$ cat src/rtl/bcd_key_entry.sv
// Keypad digit-entry stage: synchronizes and debounces the active-low encoder
// outputs, then packs accepted digits into an NDIG-digit BCD number with valid/ready.
module bcd_key_entry #(
    parameter int DEB_CYCLES = 16,
    parameter int NDIG       = 4
) (
    input  logic              i_clk,
    input  logic              i_rst,
    input  logic              i_key_n,
    input  logic [0:3]        i_bcd_n,
    output logic              o_key_stb,
    output logic [3:0]        o_key_digit,
    output logic [4*NDIG-1:0] o_num,
    output logic              o_num_valid,
    input  logic              i_num_ready,
    output logic              o_ovf
);
    localparam int CW = $clog2(DEB_CYCLES + 1);
    localparam int DW = $clog2(NDIG + 1);
    localparam int NW = 4 * NDIG;

    // state          | meaning
    // S_IDLE         | no key seen
    // S_PRESS_WAIT   | key low, counting stable samples of one code
    // S_HELD         | press accepted, waiting for release
    // S_RELEASE_WAIT | key high, counting stable released samples
    typedef enum logic [1:0] {S_IDLE, S_PRESS_WAIT, S_HELD, S_RELEASE_WAIT} state_t;

    logic          r_key_s1, r_key_s2;
    logic [3:0]    r_bcd_s1, r_bcd_s2;
    state_t        r_state, w_state_nxt;
    logic [CW-1:0] r_cnt, w_cnt_nxt;
    logic [3:0]    r_lat, w_lat_nxt;
    logic [3:0]    w_d;
    logic          w_accept, w_legal, w_hs, w_full;
    logic [NW-1:0] r_num, w_num_base;
    logic [DW-1:0] r_dcnt;
    logic          r_num_valid, r_ovf, r_key_stb;
    logic [3:0]    r_key_digit;

    // Code bits are re-ordered into true weight order at the first flop.
    always_ff @(posedge i_clk or posedge i_rst) begin
        if (i_rst) begin
            r_key_s1 <= 1'b1;
            r_key_s2 <= 1'b1;
            r_bcd_s1 <= 4'hF;
            r_bcd_s2 <= 4'hF;
        end else begin
            r_key_s1 <= i_key_n;
            r_key_s2 <= r_key_s1;
            r_bcd_s1 <= {i_bcd_n[3], i_bcd_n[2], i_bcd_n[1], i_bcd_n[0]};
            r_bcd_s2 <= r_bcd_s1;
        end
    end

    assign w_d = ~r_bcd_s2;

    always_ff @(posedge i_clk or posedge i_rst) begin
        if (i_rst) begin
            r_state <= S_IDLE;
            r_cnt   <= '0;
            r_lat   <= '0;
        end else begin
            r_state <= w_state_nxt;
            r_cnt   <= w_cnt_nxt;
            r_lat   <= w_lat_nxt;
        end
    end

    always_comb begin
        w_state_nxt = r_state;
        w_cnt_nxt   = r_cnt;
        w_lat_nxt   = r_lat;
        w_accept    = 1'b0;
        case (r_state)
            S_IDLE: begin
                if (!r_key_s2) begin
                    w_state_nxt = S_PRESS_WAIT;
                    w_cnt_nxt   = CW'(1);
                    w_lat_nxt   = w_d;
                end
            end
            S_PRESS_WAIT: begin
                if (r_key_s2) begin
                    w_state_nxt = S_IDLE;
                    w_cnt_nxt   = '0;
                end else if (w_d != r_lat) begin
                    w_lat_nxt = w_d;
                    w_cnt_nxt = CW'(1);
                end else if (r_cnt == CW'(DEB_CYCLES - 1)) begin
                    w_state_nxt = S_HELD;
                    w_cnt_nxt   = CW'(DEB_CYCLES);
                    w_accept    = 1'b1;
                end else begin
                    w_cnt_nxt = r_cnt + CW'(1);
                end
            end
            S_HELD: begin
                if (r_key_s2) begin
                    w_state_nxt = S_RELEASE_WAIT;
                    w_cnt_nxt   = CW'(1);
                end
            end
            S_RELEASE_WAIT: begin
                if (!r_key_s2) begin
                    w_state_nxt = S_HELD;
                end else if (r_cnt == CW'(DEB_CYCLES - 1)) begin
                    w_state_nxt = S_IDLE;
                    w_cnt_nxt   = '0;
                end else begin
                    w_cnt_nxt = r_cnt + CW'(1);
                end
            end
            default: begin
                w_state_nxt = S_IDLE;
                w_cnt_nxt   = '0;
            end
        endcase
    end

    // A handshake on the accept edge frees the buffer before the new digit lands.
    assign w_legal    = w_accept && (r_lat <= 4'd9);
    assign w_hs       = r_num_valid && i_num_ready;
    assign w_full     = r_num_valid && !i_num_ready;
    assign w_num_base = w_hs ? '0 : r_num;

    always_ff @(posedge i_clk or posedge i_rst) begin
        if (i_rst) begin
            r_key_stb   <= 1'b0;
            r_key_digit <= '0;
            r_num       <= '0;
            r_num_valid <= 1'b0;
            r_ovf       <= 1'b0;
            r_dcnt      <= '0;
        end else begin
            r_key_stb <= w_legal;
            if (w_legal) r_key_digit <= r_lat;
            if (w_hs) begin
                r_num       <= '0;
                r_num_valid <= 1'b0;
                r_ovf       <= 1'b0;
            end
            if (w_legal) begin
                if (w_full) begin
                    r_ovf <= 1'b1;
                end else begin
                    r_num <= (w_num_base << 4) | NW'(r_lat);
                    if (r_dcnt == DW'(NDIG - 1)) begin
                        r_dcnt      <= '0;
                        r_num_valid <= 1'b1;
                    end else begin
                        r_dcnt <= r_dcnt + DW'(1);
                    end
                end
            end
        end
    end

    assign o_key_stb   = r_key_stb;
    assign o_key_digit = r_key_digit;
    assign o_num       = r_num;
    assign o_num_valid = r_num_valid;
    assign o_ovf       = r_ovf;
endmodule
$ cat config.mk
export PLATFORM = sky130hd
export DESIGN_NAME = bcd_key_entry
export DESIGN_NICKNAME = d
export VERILOG_FILES = /design/src/rtl/bcd_key_entry.sv
export SDC_FILE = /design/constraint.sdc
export NUM_CORES = 1
export LEC_CHECK = 0
export ABC_AREA = 0
export BUFFER_PORTS_ARGS = -buffer_cell sky130_fd_sc_hd__buf_4
export CAP_MARGIN = 5
export CORE_AREA = 2 2 62 64
export DETAILED_ROUTE_END_ITERATION = 8
export DIE_AREA = 0 0 64 66
export HOLD_SLACK_MARGIN = 0.06
export PLACE_DENSITY = 0.8
export SETUP_SLACK_MARGIN = 0.05
export SLEW_MARGIN = 10
export SYNTH_ARGS = -nofsm -noshare
export SYNTH_HDL_FRONTEND = slang
export SYNTH_SLANG_ARGS = --single-unit
$ cat constraint.sdc
create_clock -name i_clk -period 5.82 [get_ports i_clk]
set_input_delay 0.291 -clock i_clk [delete_from_list [all_inputs] [get_ports i_clk]]
set_output_delay 0.291 -clock i_clk [all_outputs]
set_load 0.02 [all_outputs]
==> summary.txt <==
Yosys
  • Yosys Warn Count: 0
  • Cell count after synthesis: 167
  • Yosys top cell area share: 46.2%
  • #FFs+latches synth: 47
  • Leading area contributor after synthesis: dfrtp_1
  • Area contributors post-synth: dfrtp_1, dfstp_2, mux2i_1
  • Netlist Area Pre-Place: roughly 2000 um2
  • Unique masters post-synth: 37
  • Post-synth EDFFs: 0
  • Syn nets: 179
  • Seq/Total Area, Yosys: slightly below 60%
  • Most used flip-flop cell after synthesis: dfrtp_1
  • Avg Cell Area, Syn: about 12 um2
  • Async set-reset flop share out of synthesis: 100%

STA
  • Clk_skew: approximately 0.006 ns
  • Final Hold Vio Count: 0
  • Worst Tran Pin Value: between 1 and 1.5 ns
  • Peak Freq: between 300 and 400 MHz
  • Final worst-path cycle share: 49.2%
  • Final setup vio count: 0
  • Fin. max-slew vios: 0
  • Final TNS setup: 0 ns
  • Unrepaired setup endpoints after global routing: no
  • Relative max-transition margin: between 30% and 40%
  • Min Tclk post-route: roughly 2.9 ns

Outcome
  • Status: complete, no violations

Clock tree
  • Worst skew pair latency: 0.36 ns
  • CTS tree: yes
  • Bufs on Longest Clock Path: 2
  • CTS sink cnt: 47
  • Clk pin slew, worst setup/hold paths: about 0.14 ns
  • H-tree depth: 2
  • Inserted Clock Buffers: 5
  • CTS Root Cell: clkbuf_4

Routing
  • Via count: 1350
  • Initial DRC count: 66
  • Residual DRC: 0
  • First-pass DRT Iterations: 4
  • WL/cell: around 14 um
  • Post-Route WL: about 3600 um
  • Post-route ant nets: 0
  • Via density per instance: 5.34

Cells and area
  • Share of cells above drive strength 1: 28.3%
  • Multi-input gate area: between 700 and 800 um2
  • Filler Cells Inserted: between 200 and 300
  • Number of diodes: 0
  • Nets: roughly 220
  • Register area: approximately 1200 um2
  • Core Util, Final: around two thirds
  • P&R area growth vs syn: 17.7%

Power and ir drop
  • Cell-internal power: just over 400 uW
  • Seq pwr share: between 60% and 70%
  • Total power draw: between 500 and 600 uW
  • Max rail drop VDD: approximately 0.00017 V
  • Clock share of power: 29.6%
  • Switching component of the power: 136 uW
  • Leak: 1.01 nW
  • Pwr dens: 228 nW/um2
  • Combinational power share: 6.2%
  • Switching Fraction: between 20 and 30%

Worst setup path
  • CP Max Fanout: 21
  • R2R Path Start: r_bcd_s2[2]
  • Worst R2R Path Depth: 5
  • Critical Path RT: approximately 6.1 ns
  • Arr. time, crit path: between 3 and 4 ns
  • Worst setup path category: flip-flop to flip-flop
  • Critical Path Sink Type: flip-flop
  • Crit path launch: r_bcd_s2[2]
  • Worst Setup Start Kind: flip-flop

Floorplanning
  • Num rows: 22
  • Core area: 3550 um2
  • Die Span X: between 60 and 70 um
  • # IOs: 31
  • DIE AREA: 4220 um2
  • Initial Util: a little under three fifths
  • Die H: about 66 um

Run
  • Number of max-cap violations: 0

Global routing
  • First-pass GRT wire length: 6240 um
  • Vias in the first global route: 1343
  • Initial antenna violation count: 0
  • Remaining global-route overflow: 0
  • Overall Global Routing Usage: approximately 20%
  • Largest net degree at the start of global routing: 48

Placed design
  • Routability cong.: 0.851
  • DPL Wire Length: 2420 um
  • Port bufs: 30

Min path
  • Hold path startpoint: i_num_ready
  • Hold Path Class: input port to flip-flop
  • Hold path depth: 2
## stage by stage
step                      area, um2  std cells  hold slack [ns]  worst slack, ns
after floorplan                2010        167            0.295             3.85
after global placement         2240        239            0.346             3.05
after detailed placement       2240        239            0.347             2.99
after CTS                      2360        253           0.0849             2.96
after global routing           2360        253           0.0909             2.75
final                          2360        253           0.0970             2.96
## cells in the mapped netlist, drive strengths merged (2+ instances only)
master   n
nor2     3
mux2i   13
nand2   18
o22ai    2
xnor2    4
nor2b    2
dfrtp   37
ha       4
and3     2
nand3    2
a22o     4
dfstp   10
inv     10
buf      5
clkbuf   2
o21ai   19
o31ai    2
mux2     6
a21oi    9
## power by group through the flow
stage | Sequential [mW] | Combinational, mW | Clock, mW
floorplan | 0.349 | 0.0215 | 0
global route | 0.347 | 0.0381 | 0.177
CTS | 0.346 | 0.0336 | 0.166
global placement | 0.351 | 0.0291 | 0
finish | 0.346 | 0.0332 | 0.159
detailed placement | 0.352 | 0.0304 | 0
## path summary, 6_finish.rpt
check                                  to  slack, ns
worst max-delay path            r_dcnt[0]       2.96
worst min-delay path                o_ovf        0.1
worst max register to register  r_dcnt[0]       2.96
worst min register to register   r_key_s2       0.37
max in group asynchronous        r_key_s2       4.83
min in group asynchronous       o_num[14]       0.61
## layer usage
layer	vias up	part of all wire, %	wire, um	GRT usage (%)
met2	27	50	1810	33.3
met4	0	1.3	46	6.52
met3	5	4.2	150	5.96
met1	665	44	1590	24.0
met5	-	0	0	0
li1	653	-	-	-
## what timing repair did
item | in CTS | in global routing
buffers inserted | 0 | 0
hold buffers | 6 | 0
endpoints found under the hold margin | 24 | 0
resized for setup | 0 | 0
## sequential cells by signal, indices dropped and copies added, names as in the netlist, named ones only
signal	count
o_ovf	1
o_num	16
r_cnt	5
o_key_digit	4
r_key_s2	1
r_state	1
r_bcd_s1	4
r_bcd_s2	4
r_dcnt	3
r_key_s1	1
o_key_stb	1
o_num_valid	1
r_lat	4
## layout make-up
cell class	instances	area share, %
clock inverter	3	0.901
multi-input combinational	103	30.6
sequential	47	50.4
timing repair buffer	37	12.4
clock buffer	5	1.59
inverter	10	1.59
tap	48	2.55
## placed cells by master, fill, tap and decap left out, types with 2 or more instances in the layout
| cell type | count |
|---|---|
| buf_4 | 31 |
| nor2_1 | 3 |
| inv_1 | 9 |
| dfrtp_1 | 37 |
| o22ai_1 | 2 |
| inv_4 | 2 |
| dfstp_2 | 10 |
| o21ai_1 | 8 |
| nand2_1 | 18 |
| nor2b_1 | 2 |
| xnor2_1 | 4 |
| dlygate4sd3_1 | 6 |
| o21ai_0 | 11 |
| nand3_1 | 2 |
| and3_1 | 2 |
| mux2_2 | 5 |
| ha_1 | 4 |
| mux2i_1 | 13 |
| clkbuf_4 | 5 |
| a21oi_1 | 9 |
| o31ai_1 | 2 |
| a22o_1 | 4 |
## logic make-up after synthesis
| group | Yosys count | synth area share (%) |
|---|---|---|
| muxes | 19 | 10.0 |
| xor gates and xnor gates | 5 | 2.18 |
| and+or+nand+nor | 34 | 8.98 |
| buffers and inverters | 17 | 4.74 |
| adders and majority gates | 4 | 2.50 |
| AOI/OAI and AO/OA | 41 | 12.3 |
| DFF | 47 | 59.3 |
## worst max-delay path: stages, from the launching register on
cell and delay, ns:
dfstp_2 0.56, xnor2_1 0.10, nor4_4 0.40, and4_1 0.95
and2b_1 0.41, mux2_4 0.33
Note: power is estimated with default switching activity, not from simulation.
